[config.mk]
export PLATFORM = sky130hd
export DESIGN_NAME = mouse_master_sm
export DESIGN_NICKNAME = d
export VERILOG_FILES = /design/src/rtl/mouse_master_sm.sv
export SDC_FILE = /design/constraint.sdc
export NUM_CORES = 1
export LEC_CHECK = 0
export CORE_UTILIZATION = 36
export CTS_CLUSTER_DIAMETER = 120
export DETAILED_ROUTE_END_ITERATION = 7
export PLACE_DENSITY_LB_ADDON = 0.08
export SYNTH_ARGS = -nofsm -noshare
export SYNTH_HDL_FRONTEND = slang
export SYNTH_SLANG_ARGS = --single-unit
export TNS_END_PERCENT = 5
[constraint.sdc]
create_clock -name CLK -period 5.2 [get_ports CLK]
set_input_delay 0.78 -clock CLK [delete_from_list [all_inputs] [get_ports CLK]]
set_output_delay 0.78 -clock CLK [all_outputs]
set_load 0.01 [all_outputs]
[src/rtl/mouse_master_sm.sv]
// PS/2 mouse master FSM: runs the reset/enable handshake with the mouse, then
// assembles 3-byte movement packets and publishes them with a one-cycle interrupt.
module mouse_master_sm #(
  parameter int unsigned INIT_WAIT = 1_000_000,
  parameter int unsigned TIMEOUT   = 50_000_000
) (
  input  logic       CLK,
  input  logic       RESET,
  output logic       SEND_BYTE,
  output logic [7:0] BYTE_TO_SEND,
  input  logic       BYTE_SENT,
  output logic       READ_ENABLE,
  input  logic [7:0] BYTE_READ,
  input  logic [1:0] BYTE_ERROR_CODE,
  input  logic       BYTE_READY,
  output logic [7:0] MOUSE_STATUS,
  output logic [7:0] MOUSE_DX,
  output logic [7:0] MOUSE_DY,
  output logic       SEND_INTERRUPT,
  output logic [3:0] MASTER_STATE
);

  typedef enum logic [3:0] {
    StInit     = 4'd0,
    StSendFf   = 4'd1,
    StWaitTxFf = 4'd2,
    StAck1     = 4'd3,
    StBat      = 4'd4,
    StId       = 4'd5,
    StSendF4   = 4'd6,
    StWaitTxF4 = 4'd7,
    StAck2     = 4'd8,
    StRxStat   = 4'd9,
    StRxDx     = 4'd10,
    StRxDy     = 4'd11,
    StPublish  = 4'd12
  } state_e;

  localparam logic [31:0] InitLast    = 32'(INIT_WAIT - 1);
  localparam logic [31:0] TimeoutLast = 32'(TIMEOUT - 1);

  state_e      curr_state, next_state;
  logic [31:0] curr_wait_cnt;
  logic [31:0] curr_timeout_cnt;
  logic [7:0]  curr_shadow_status, curr_shadow_dx, curr_shadow_dy;
  logic        byte_ok;
  logic        timed_out;
  logic        timed_state;
  logic        next_read_en;

  assign MASTER_STATE = curr_state;

  // Next-state decode; received-byte events win over a simultaneous timeout.
  always_comb begin
    next_state = curr_state;
    byte_ok    = BYTE_READY && (BYTE_ERROR_CODE == 2'b00);
    timed_out  = (curr_timeout_cnt == TimeoutLast);
    case (curr_state)
      StInit:     if (curr_wait_cnt == InitLast) next_state = StSendFf;
      StSendFf:   next_state = StWaitTxFf;
      StWaitTxFf: begin
        if (BYTE_SENT)      next_state = StAck1;
        else if (timed_out) next_state = StInit;
      end
      StAck1: begin
        if (BYTE_READY)     next_state = (byte_ok && BYTE_READ == 8'hFA) ? StBat : StInit;
        else if (timed_out) next_state = StInit;
      end
      StBat: begin
        if (BYTE_READY)     next_state = (byte_ok && BYTE_READ == 8'hAA) ? StId : StInit;
        else if (timed_out) next_state = StInit;
      end
      StId: begin
        if (BYTE_READY)     next_state = (byte_ok && BYTE_READ == 8'h00) ? StSendF4 : StInit;
        else if (timed_out) next_state = StInit;
      end
      StSendF4:   next_state = StWaitTxF4;
      StWaitTxF4: begin
        if (BYTE_SENT)      next_state = StAck2;
        else if (timed_out) next_state = StInit;
      end
      StAck2: begin
        if (BYTE_READY)     next_state = (byte_ok && BYTE_READ == 8'hFA) ? StRxStat : StInit;
        else if (timed_out) next_state = StInit;
      end
      // Status bytes always carry bit 3 set; anything else is a misaligned byte.
      StRxStat:   if (byte_ok && BYTE_READ[3]) next_state = StRxDx;
      StRxDx:     if (BYTE_READY) next_state = byte_ok ? StRxDy : StRxStat;
      StRxDy:     if (BYTE_READY) next_state = byte_ok ? StPublish : StRxStat;
      StPublish:  next_state = StRxStat;
      default:    next_state = StInit;
    endcase
  end

  // Classify states for the timeout counter and the receiver enable.
  always_comb begin
    timed_state  = curr_state inside {StWaitTxFf, StAck1, StBat, StId, StWaitTxF4, StAck2};
    next_read_en = next_state inside {StAck1, StBat, StId, StAck2, StRxStat, StRxDx, StRxDy};
  end

  // State, counters, shadow packet bytes and all registered outputs.
  always_ff @(posedge CLK or posedge RESET) begin
    if (RESET) begin
      curr_state         <= StInit;
      curr_wait_cnt      <= '0;
      curr_timeout_cnt   <= '0;
      curr_shadow_status <= '0;
      curr_shadow_dx     <= '0;
      curr_shadow_dy     <= '0;
      SEND_BYTE          <= 1'b0;
      BYTE_TO_SEND       <= '0;
      READ_ENABLE        <= 1'b0;
      MOUSE_STATUS       <= '0;
      MOUSE_DX           <= '0;
      MOUSE_DY           <= '0;
      SEND_INTERRUPT     <= 1'b0;
    end else begin
      curr_state <= next_state;

      curr_wait_cnt <= (curr_state == StInit && next_state == StInit) ? curr_wait_cnt + 32'd1
                                                                      : '0;
      curr_timeout_cnt <= (timed_state && next_state == curr_state) ? curr_timeout_cnt + 32'd1
                                                                    : '0;

      if (curr_state == StRxStat && next_state == StRxDx) curr_shadow_status <= BYTE_READ;
      if (curr_state == StRxDx && next_state == StRxDy)   curr_shadow_dx     <= BYTE_READ;
      if (curr_state == StRxDy && next_state == StPublish) curr_shadow_dy    <= BYTE_READ;

      // Command byte only changes on entry to a send state, so it stays put until BYTE_SENT.
      SEND_BYTE <= (next_state == StSendFf) || (next_state == StSendF4);
      if (next_state == StSendFf) BYTE_TO_SEND <= 8'hFF;
      if (next_state == StSendF4) BYTE_TO_SEND <= 8'hF4;

      READ_ENABLE <= next_read_en;

      SEND_INTERRUPT <= (curr_state == StPublish);
      if (curr_state == StPublish) begin
        MOUSE_STATUS <= curr_shadow_status;
        MOUSE_DX     <= curr_shadow_dx;
        MOUSE_DY     <= curr_shadow_dy;
      end
    end
  end

endmodule

==> Yosys cells after proc, flatten, opt, wreduce, memory -nomap -nowiden <==
Cells that the tools add are included.
{ "word_totals": {"ff_bits": 127, "input_bits": 14, "out_inout_bits": 39, "word_cells": 82} }
{ "classes": {"add_sub_neg": 2, "n_eq_ne": 27, "muxes": 22, "reduce_logical": 18} }
{ "op_table": {"columns": ["cell", "count"], "rows": [
  ["adder 32 x 1 -> 32 bit, second input constant", 2],
  ["two-way mux 32 bit", 2],
  ["case mux 4 bit (13 select lines)", 1],
  ["two-way mux 4 bit", 12],
  ["equality test 4 bit, second input constant", 10],
  ["equality test 32 x 20 -> 1 bit, second input constant", 1],
  ["equality test 32 x 26 -> 1 bit, second input constant", 1],
  ["equality test 4 x 3 -> 1 bit, second input constant", 7],
  ["equality test 8 bit, second input constant", 2],
  ["two-way mux 8 bit", 2],
  ["equality test 4 x 2 -> 1 bit, second input constant", 3],
  ["two-way mux 3 bit", 4],
  ["logical AND 1 bit", 10],
  ["equality test 4 x 1 -> 1 bit, second input constant", 2],
  ["zero test 4 bit", 2],
  ["zero test 8 bit", 1],
  ["nonzero test 7 bit", 1],
  ["nonzero test 6 bit", 1],
  ["equality test 4 bit", 1],
  ["zero test 2 bit", 1],
  ["two-way mux 2 bit", 1],
  ["nonzero test 2 bit", 1],
  ["logical OR 1 bit", 1]
]} }

==> Logic depth before layout (Yosys ltp) <==
Gate-level depths: netlist of run 1.
{ "logic_depth": {"depth_word": 9, "mapped_depth": 9} }

==> Worst setup path before layout of run 1 <==
No wires, ideal clock.
{ "synth_timing": {"kind": "input -> register", "start": "input port BYTE_ERROR_CODE[1]", "end": "register curr_shadow_dx[0]", "t_arrival_ps": 2906, "t_required_ps": 5075, "setup_slack_ps": 2169, "cell_stages": 6, "n_path_buf": 0, "path_cell_list": "or3b_1 or4_4 a211oi_1 o22ai_1 a211oi_4 mux2_2"} }
{ "synth_via": {"elab_chain_len": 8, "elab_cells_between_ends": 22, "cone_classes": "1 x eq/ne; 14 x mux; 7 x reduce/logical"} }
{ "synth_lines": {"columns": ["element", "line_no", "rtl"], "rows": [
  ["from (decl)", "14", "input logic [1:0] BYTE_ERROR_CODE,"],
  ["zero test 2 bit (*)", "56", "byte_ok = BYTE_READY && (BYTE_ERROR_CODE == 2'b00);"],
  ["logical AND 1 bit (*)", "56", null],
  ["logical AND 1 bit, on equally long branches", null, null],
  ["two-way mux 4 bit, or another cell as far along", "83", "if (BYTE_READY) next_state = (byte_ok && BYTE_READ == 8'hFA) ? StRxStat : StInit;"],
  ["two-way mux 4 bit, on equally long branches", null, null],
  ["case mux 4 bit (13 select lines) (*)", "58", "case (curr_state)"],
  ["equality test 4 bit (*)", "126", "if (curr_state == StRxDx && next_state == StRxDy) curr_shadow_dx <= BYTE_READ;"],
  ["logical AND 1 bit (*)", "126", null],
  ["to (signal assigned)", "108", "curr_shadow_dx <= '0;"],
  ["to (signal assigned)", "126", null],
  ["to (decl)", "45", "logic [7:0] curr_shadow_status, curr_shadow_dx, curr_shadow_dy;"]
]} }
Every way passes the cells marked *; elsewhere a longest branch is shown, timed or not.
A chain may end at the register's enable or synchronous reset.

==> Worst setup path after layout of run 1 <==
{ "layout_timing": {"start": "input port BYTE_READY", "end": "register curr_shadow_dx[1]"} }
{ "layout_via": {"elab_chain_len": 7, "elab_cells_between_ends": 21, "cone_classes": "1 x eq/ne; 14 x mux; 6 x reduce/logical"} }
{ "layout_lines": {"columns": ["element", "line_no", "rtl"], "rows": [
  ["from (decl)", "15", "input logic BYTE_READY,"],
  ["logical AND 1 bit", "56", null],
  ["logical AND 1 bit, on equally long branches", null, null],
  ["two-way mux 4 bit, or another cell as far along", "83", null],
  ["two-way mux 4 bit, on equally long branches", null, null],
  ["case mux 4 bit (13 select lines) (*)", "58", null],
  ["equality test 4 bit (*)", "126", null],
  ["logical AND 1 bit (*)", "126", null]
]} }
Marked as above.

==> flow_metrics.py, run 1 <==
metrics = {
    "sta": {
        "rsz0062_at_grt": "false",
        "setup_violations": 0,
        "tightestPinTransition_ps": 993.2,
        "max_slew_margin_pct": 33.18,
        "clock_skew_ps": 6.039,
        "period_share_pct": 66.80,
        "fin_crit_ps": 3473,
        "max_freq_mhz": 287.9,
        "finalSetupTns_ps": 0,
        "timing_hold_violations_final": 0,
        "slew_violations": 0,
        "finalWorstSetupSlack_ps": 1727,
    },
    "placed_design": {
        "routabilityCongestion": 0.8733,
        "dp_slack_ps": 1322,
        "dp_hpwl_um": 9271,
        "portBuffers": 52,
    },
    "floorplanning": {
        "coreArea_sq_um": 16120,
        "die_w_um": 131.3,
        "die_y_um": 131.3,
        "initial_core_util_pct": 37.32,
        "rows": 46,
        "dieArea_sq_um": 17230,
        "pin_count": 53,
    },
    "yosys": {
        "synth_xor_area_share_pct": 8.883,
        "synth_cell_type_count": 55,
        "synth_seq_cells": 121,
        "syn_area_per_cell_sq_um": 10.72,
        "synth_top_family_by_area": "simple AND/OR/NAND/NOR gates",
        "yosys_warnings": 0,
        "synth_edf_count": 0,
        "ys.flop_type": "dfrtp_1",
        "synth-seq-area-share_pct": 50.34,
        "synth_top_area_share_pct": 50.34,
        "synth_top_cell_by_area": "dfrtp_1",
        "yosys.area_share.simple_pct": 18.43,
        "synth_nets": 577,
        "synth-compound-area-share_pct": 10.01,
        "synth_area_sq_um": 6015,
        "async_reset_ff_share_pct": 100.0,
        "ys_top_cells_by_area": "dfrtp_1 (50%), mux2_2 (8.8%), xor2_1 (5.5%), a211oi_1 (4.1%), xnor2_1 (3.3%)",
        "synthAdderAreaFrac_pct": 0.4161,
        "synth_cells": 561,
        "yosys-mux-area-fraction_pct": 8.800,
    },
    "cells_and_area": {
        "finish.utilization_pct": 45.24,
        "fin_nets": 624,
        "drive_gt1_share_pct": 16.26,
        "areaGrowthSynthToFinish_pct": 21.22,
        "diodes": 0,
    },
    "worst_setup_path": {
        "crit_path_max_fanout": 9,
        "max_stage_delay_ps": 630,
        "arrival_ps": 3770,
        "cp_cell_sequence": "clkdlybuf4s50_1 > or3b_1 > or4_4 > a211oi_1 > o22ai_1 > a211oi_4 > mux2_2",
        "path_depth": 7,
        "rr_worst_depth": 6,
        "timing.critical_path.buf_inv": 1,
        "start_kind": "input pin",
        "worstPathRequired_ps": 5500,
        "slowest_stage": "clkdlybuf4s50_1",
        "path_class": "input pin to flop",
        "crit_path_end_kind": "flop",
        "cp_top_family": "simple AND/OR/NAND/NOR gates",
    },
    "grt": {
        "grt_pass1_vias": 4427,
        "antenna_found_initial": 0,
        "grt_overflow": 0,
        "grt_start_max_net_pins": 62,
        "grt_pass1_wl_um": 23400,
        "track_usage_pct": 17.19,
    },
    "power": {
        "power_density_nw_per_um2": 354.8,
        "p_leak_nw": 3.022,
        "vdd_drop_max_mv": 0.2254,
        "power_mw": 2.587,
    },
    "clock_network": {
        "htreeDepth": 4,
        "clk_pin_slew_worst_paths_ps": 60,
        "ctsHoldBuffers": 0,
        "cts_tree": "yes",
        "cts_root_buf": "clkbuf_16",
        "cts_sinks": 121,
        "post_cts_resized": 0,
        "clk-insertion-delay-late_ps": 420,
        "numCtsBuffers": 17,
        "post_cts.repair.setup_buffers": 0,
        "clock_path_buffers": 2,
    },
    "worst_hold_path": {
        "hold_depth": 1,
        "min_path_type": "flop to flop",
    },
    "job": {
        "cap_violations": 0,
    },
    "drt": {
        "drt.antenna.violating_nets": 0,
        "wl_per_cell_um": 16.69,
        "route.final.wire_length_um": 13970,
        "vias_per_cell": 5.312,
        "dr_total_vias": 4446,
        "drc_errors": 0,
        "drt-initial-drc-count": 207,
        "firstDrtPassIters": 4,
    },
    "run_status": {
        "status": "finished clean",
    },
}
==> flip-flops by register name (all words and copies together), names as in the netlist <==
register	cells
SEND_BYTE	1
MOUSE_STATUS	8
curr_shadow_dx	8
READ_ENABLE	1
MASTER_STATE	4
curr_timeout_cnt	32
SEND_INTERRUPT	1
BYTE_TO_SEND	2
curr_shadow_status	8
MOUSE_DY	8
curr_shadow_dy	8
MOUSE_DX	8
curr_wait_cnt	32
==> layer usage <==
| metal | up-vias | wire length, um | GRT usage, % |
|---|---|---|---|
| met2 | 84 | 6420 | 27.16 |
| met3 | 22 | 448 | 3.742 |
| met1 | 2209 | 6776 | 22.64 |
| met4 | 0 | 321 | 7.558 |
| met5 | - | 0 | 0 |
| li1 | 2131 | - | - |
==> cell type report <==
class                   instances  area [sq um]
clock buffers                  18         429.2
clock inverters                14         140.1
fillers                      1520          8825
inverters                      12         47.55
multi-input cells             398          2810
flip-flops and latches        121          3028
well taps                     216         270.3
repair buffers                 58         565.5
==> power breakdown <==
group | switching [mW] | internal (mW) | total (mW) | leakage, nW
Combinational | 0.309 | 0.125 | 0.434 | 1.09
Clock | 0.469 | 0.669 | 1.14 | 0.263
Sequential | 0.0490 | 0.966 | 1.01 | 1.67
Total | 0.827 | 1.76 | 2.59 | 3.02
==> metrics by stage <==
step	std cells	hold WS, ps	area [sq um]
after floorplan	561	433.4	6015
after CTS	837	477.5	7291
after global placement	805	449.0	6721
after global routing	837	503.7	7291
after detailed placement	805	462.5	6721
final	837	478.6	7291
==> cells in the final DEF, fill, tap and decap left out, types with 5 or more instances in the layout <==
cell               n
nand4_1           13
and3_1            19
clkbuf_16         17
xor2_1            38
nor4_1            11
nor2b_1            6
dfrtp_1          121
nor2_1            51
and4_1             8
o21ai_0            5
nor3_1            10
a211oi_1          33
a31oi_1            5
clkdlybuf4s50_1   52
xnor2_1           23
or2_2              5
buf_4              6
and2_1             5
nand2_1           33
inv_6              6
a21oi_1            6
clkinvlp_4         5
mux2_2            47
inv_1             10
nand3_1           32
==> worst paths after layout <==
| path | from | endpoint | slack [ps] |
|---|---|---|---|
| worst min register to register | curr_shadow_status[3] | curr_shadow_status[3] | 480 |
| worst max register to register | MASTER_STATE[0] | curr_shadow_dx[1] | 2150 |
| max in group asynchronous | RESET | MOUSE_DX[3] | 3390 |
| worst min-delay path | curr_shadow_status[3] | curr_shadow_status[3] | 480 |
| min in group asynchronous | RESET | curr_timeout_cnt[2] | 860 |
| worst max-delay path | BYTE_READY | curr_shadow_dx[1] | 1730 |
==> synthesized netlist by cell type, types with 2 or more instances <==
cell type and count:
a21oi_1 6, nor4b_1 4, nor4_1 11, and2_1 5, a31oi_1 5, o31ai_1 2
mux2_2 47, a211oi_1 33, o211ai_1 3, or2_2 5, nand2_1 33, o221ai_1 2
xor2_1 38, buf_2 6, nand4_1 13, dfrtp_1 121, nor3_1 11, ha_1 2
buf_4 6, nand3_1 32, nor2_1 51, and3_1 19, and4_1 8, a32oi_1 3
nor3b_1 2, xnor2_1 23, nand2b_1 4, inv_1 11, o21ai_0 5, clkbuf_1 17
nor2b_1 6, o2111ai_1 2, o221a_2 2, or4_1 2
==> logic make-up (layout without fill, tap and decap cells) <==
family / after synthesis / after routing
xor+xnor: 61 / 61
buf+inv: 42 / 102
fa+ha+maj: 2 / 2
flops: 121 / 121
simple gates: 211 / 211
compound gates: 77 / 77
mux: 47 / 47
(Power assumes the default switching activity.)
==> run 2: changes to the inputs <==
==> constraint.sdc (replaced) <==
create_clock -name CLK -period 3.6 [get_ports CLK]
set_input_delay 0.54 -clock CLK [delete_from_list [all_inputs] [get_ports CLK]]
set_output_delay 0.54 -clock CLK [all_outputs]
set_load 0.01 [all_outputs]
==> run 2 against run 1 <==
Compared with the run above:
- routed wire length grew 0.83%
- register-to-register slack lost 1500 ps
- largest cell class unchanged
- global-route usage grew 0.38 points
- clock power grew 51%
- sequential power grew 44%
- sequential share of layout area shrank 1.2 points
- via count grew 0.83%
- die area is the same
- first-iteration DRC count grew 2.4%
- largest power group unchanged
- final cell count grew 2.0%
==> flow_metrics.py, run 2 (synthesized netlist as in run 1, its figures left out) <==
metrics = {
    "worst_setup_path": {
        "timing.critical_path.buf_inv": 2,
        "max_stage_delay_ps": 560,
        "crit_path_end_kind": "flop",
        "slowest_stage": "or4_4",
        "cp_cell_sequence": "clkdlybuf4s50_1 > or3b_1 > or4_4 > a211oi_1 > o22ai_1 > buf_4 > a21o_2 > a211oi_1",
        "crit_top_cell": "a211oi_1",
        "cp_top_family": "compound AO/OA/AOI/OAI gates",
        "start_kind": "input pin",
        "crit_path_max_fanout": 32,
        "worstPathRequired_ps": 3920,
        "path_class": "input pin to flop",
        "arrival_ps": 3380,
    },
    "drt": {
        "route.final.wire_length_um": 14080,
        "drt-initial-drc-count": 212,
        "wl_per_cell_um": 16.49,
        "dr_total_vias": 4483,
        "vias_per_cell": 5.249,
        "drc_errors": 0,
        "firstDrtPassIters": 6,
        "drt.antenna.violating_nets": 0,
    },
    "grt": {
        "grt_pass1_wl_um": 23960,
        "grt_pass1_vias": 4447,
        "grt_start_max_net_pins": 50,
        "antenna_found_initial": 0,
        "track_usage_pct": 17.58,
        "grt_overflow": 0,
    },
    "clock_network": {
        "htreeDepth": 4,
        "clock_path_buffers": 2,
        "post_cts_resized": 0,
        "post_cts.repair.setup_buffers": 0,
        "ctsHoldBuffers": 0,
        "clk-insertion-delay-late_ps": 420,
        "clk_pin_slew_worst_paths_ps": 60,
        "cts_tree": "yes",
        "numCtsBuffers": 17,
        "cts_sinks": 121,
        "cts_root_buf": "clkbuf_16",
    },
    "sta": {
        "max_freq_mhz": 327.2,
        "fin_crit_ps": 3056,
        "timing_hold_violations_final": 0,
        "setup_violations": 0,
        "slew_violations": 0,
        "tightestPinTransition_ps": 819.6,
        "finalSetupTns_ps": 0,
        "rsz0062_at_grt": "false",
        "clock_skew_ps": 6.674,
        "period_share_pct": 84.90,
        "max_slew_margin_pct": 45.24,
        "finalWorstSetupSlack_ps": 543.6,
    },
    "floorplanning": {
        "dieArea_sq_um": 17230,
        "pin_count": 53,
        "die_y_um": 131.3,
        "initial_core_util_pct": 37.32,
        "coreArea_sq_um": 16120,
        "rows": 46,
        "die_w_um": 131.3,
    },
    "run_status": {
        "status": "finished clean",
    },
    "cells_and_area": {
        "mostFrequentLayoutCell": "dfrtp_1",
        "drive_gt1_share_pct": 18.65,
        "top_regs": "curr_timeout_cnt: 32 flops, curr_wait_cnt: 32 flops",
        "finish.utilization_pct": 46.58,
        "postLayoutCellArea_sq_um": 7506,
        "areaGrowthSynthToFinish_pct": 24.80,
        "diodes": 0,
        "fin_nets": 641,
        "layout.cells.most_common_list": "dfrtp_1 (121), clkdlybuf4s50_1 (52), nor2_1 (51)",
    },
    "power": {
        "power_mw": 3.870,
        "power_density_nw_per_um2": 515.6,
        "p_leak_nw": 3.151,
        "vdd_drop_max_mv": 0.4766,
    },
    "placed_design": {
        "portBuffers": 52,
        "dp_hpwl_um": 9668,
        "dp_slack_ps": 105.3,
        "placed_area_sq_um": 6900,
        "routabilityCongestion": 0.8612,
    },
    "job": {
        "cap_violations": 0,
    },
    "worst_hold_path": {
        "min_path_type": "flop to flop",
    },
}
==> run 2: cell count changes in the layout (fill, tap and decap cells not counted), sizes merged <==
| cell | before | now |
|---|---|---|
| clkinvlp | 5 | 2 |
| clkbuf | 18 | 17 |
| clkinv | 2 | 5 |
| buf | 6 | 23 |
| bufinv | 1 | 2 |
==> run 2: final cells by class <==
| cell class | count | area (sq um) |
|---|---|---|
| Sequential cell | 121 | 3028 |
| Tap cell | 216 | 270.3 |
| Inverter | 12 | 48.80 |
| Timing Repair Buffer | 75 | 743.2 |
| Clock inverter | 15 | 180.2 |
| Multi-Input combinational cell | 398 | 2810 |
| Clock buffer | 17 | 425.4 |
| Fill cell | 1523 | 8610 |
==> run 2: report_power, final <==
group          total (mW)  internal (mW)  switching (mW)
Clock                1.72           1.05           0.678
Sequential           1.45           1.40          0.0581
Combinational       0.692          0.238           0.454
Total                3.87           2.68            1.19
==> run 2: routing by layer <==
| layer | global-route usage (%) | part of all wire [%] | vias to the layer above |
|---|---|---|---|
| li1 | - | - | 2159 |
| met1 | 23.20 | 47 | 2230 |
| met2 | 27.87 | 48 | 78 |
| met3 | 4.244 | 3.5 | 16 |
| met4 | 6.654 | 1.4 | 0 |
| met5 | 0 | 0 | - |
==> run 2: metrics by stage <==
stage / cells / hold WS (ps)
final: 854 / 464.3
after global routing: 854 / 482.8
after CTS: 854 / 467.5
after detailed placement: 822 / 452.7
after global placement: 822 / 449.1
after floorplan: 561 / 433.4
==> run 2: path summary, 6_finish.rpt <==
path                                               to  slack [ps]  cells after the start             startpoint
worst max-delay path              curr_timeout_cnt[9]         540                      8             BYTE_READY
worst max register to register      curr_shadow_dx[2]         620                      6        MASTER_STATE[1]
min in group asynchronous              SEND_INTERRUPT         610                      2                  RESET
max in group asynchronous           curr_wait_cnt[22]        2260                      3                  RESET
worst min register to register  curr_shadow_status[3]         460                      1  curr_shadow_status[3]
worst min-delay path            curr_shadow_status[3]         460                      1  curr_shadow_status[3]
==> run 3: changes to the inputs <==
==> constraint.sdc (replaced) <==
create_clock -name CLK -period 2.9 [get_ports CLK]
set_input_delay 0.435 -clock CLK [delete_from_list [all_inputs] [get_ports CLK]]
set_output_delay 0.435 -clock CLK [all_outputs]
set_load 0.01 [all_outputs]
==> run 3 against run 2 <==
Compared with the run above:
- non-clock buffer count grew 21
- power increased by 31%
- largest power group unchanged
- die area unchanged
- critical path depth rose by 2
- global-route usage increased by 0.20 points
- clock power up 33%
- via count grew 1.0%
- first-iteration DRC count up 3.8%
- sequential power up 23%
- setup slack worse by 430 ps
==> flow_metrics.py, run 3 (synthesized netlist as in run 1, its figures left out) <==
metrics = {
    "run_status": {
        "status": "finished clean",
    },
    "cells_and_area": {
        "seq_area_sq_um": 3028,
        "diodes": 0,
        "multi_input_area_sq_um": 2821,
        "fin_nets": 662,
        "layout.cells.most_common_list": "dfrtp_1 (121), clkdlybuf4s50_1 (52), nor2_1 (51)",
        "final_cells": 875,
        "n_fill_cell": 1499,
        "top_regs": "curr_timeout_cnt: 32 flops, curr_wait_cnt: 32 flops",
        "mostFrequentLayoutCell": "dfrtp_1",
        "postLayoutCellArea_sq_um": 7735,
        "finish.utilization_pct": 48.00,
        "drive_gt1_share_pct": 21.40,
        "areaGrowthSynthToFinish_pct": 28.60,
    },
    "worst_setup_path": {
        "crit_path_max_fanout": 10,
        "crit_path_end_kind": "flop",
        "crit_start": "MASTER_STATE[0]",
        "start_kind": "flop",
        "worstPathRequired_ps": 3200,
        "path_class": "flop to flop",
        "arrival_ps": 3080,
        "r2r_start": "MASTER_STATE[0]",
    },
    "sta": {
        "finalWorstSetupSlack_ps": 117.6,
        "max_slew_margin_pct": 56.91,
        "rsz0062_at_grt": "false",
        "clock_skew_ps": 7.948,
        "slew_violations": 0,
        "setup_violations": 0,
        "period_share_pct": 95.94,
        "timing_hold_violations_final": 0,
        "max_freq_mhz": 359.4,
        "finalSetupTns_ps": 0,
        "whs_ps": 469.4,
        "tightestPinTransition_ps": 646.3,
        "fin_crit_ps": 2782,
    },
    "clock_network": {
        "cts_sinks": 121,
        "cts_root_buf": "clkbuf_16",
        "clock_path_buffers": 2,
        "cts_tree": "yes",
        "post_cts_resized": 0,
        "ctsHoldBuffers": 0,
        "post_cts.repair.setup_buffers": 0,
        "numCtsBuffers": 17,
        "clk-insertion-delay-late_ps": 420,
        "clk_pin_slew_worst_paths_ps": 60,
        "htreeDepth": 4,
    },
    "grt": {
        "grt_pass1_wl_um": 24300,
        "antenna_found_initial": 0,
        "grt_overflow": 0,
        "track_usage_pct": 17.77,
        "grt_start_max_net_pins": 122,
        "grt_pass1_vias": 4644,
    },
    "placed_design": {
        "placed_cells": 843,
        "dp_slack_ps": -330.6,
        "routabilityCongestion": 0.8843,
        "portBuffers": 52,
        "placed_area_sq_um": 7083,
        "dp_hpwl_um": 9647,
    },
    "drt": {
        "firstDrtPassIters": 4,
        "vias_per_cell": 5.177,
        "wl_per_cell_um": 16.11,
        "wl_met1_um": 6645,
        "drc_errors": 0,
        "dr_total_vias": 4530,
        "drt-initial-drc-count": 220,
        "maxUsedRoutingLayer": "met4",
        "dr_wl_met2_um": 6805,
        "route.final.wire_length_um": 14100,
        "drt.antenna.violating_nets": 0,
        "route.met3.wl_um": 378,
    },
    "worst_hold_path": {
        "min_path_type": "flop to flop",
        "hp-start": "curr_shadow_status[3]",
    },
    "job": {
        "cap_violations": 0,
    },
    "floorplanning": {
        "pin_count": 53,
        "die_w_um": 131.3,
        "initial_core_util_pct": 37.32,
        "die_y_um": 131.3,
        "rows": 46,
        "coreArea_sq_um": 16120,
        "dieArea_sq_um": 17230,
    },
    "power": {
        "power_mw": 5.055,
        "p_leak_nw": 3.287,
        "power_density_nw_per_um2": 653.5,
        "vdd_drop_max_mv": 0.5225,
    },
}
==> run 3: report_power, final <==
part | internal (mW) | switching, mW
clock network | 1.46 | 0.830
registers | 1.73 | 0.0589
logic | 0.366 | 0.604
==> run 3: worst paths after layout <==
check,endpoint,slack (ps),cells past startpoint
worst max-delay path,curr_shadow_dx[2],120,10
worst min-delay path,curr_shadow_status[3],470,1
worst max register to register,curr_shadow_dx[2],120,10
worst min register to register,curr_shadow_status[3],470,1
max in group asynchronous,curr_wait_cnt[26],1860,3
min in group asynchronous,SEND_INTERRUPT,560,3
==> run 3: area by class of cell <==
cell class / count / area share, %
tap: 216 / 3.494
clock inverter: 14 / 2.734
timing repair buffer: 96 / 11.97
clock buffer: 18 / 5.548
sequential: 121 / 39.15
multi-input combinational: 398 / 36.48
inverter: 12 / 0.6309
==> run 3: worst max-delay path: stages, from the launching register on <==
cell       delay, ps
dfrtp_1          520
nor4_1           470
buf_4            200
nand4_1           90
nor3_1           220
buf_4            180
a2111oi_4         40
buf_4            190
a211oi_4         260
buf_12           160
mux2_2           330
==> run 3: metal layers <==
layer	up-vias	global-route usage (%)
li1	2201	-
met1	2237	23.32
met2	74	27.90
met3	18	4.012
met4	0	8.140
met5	-	0
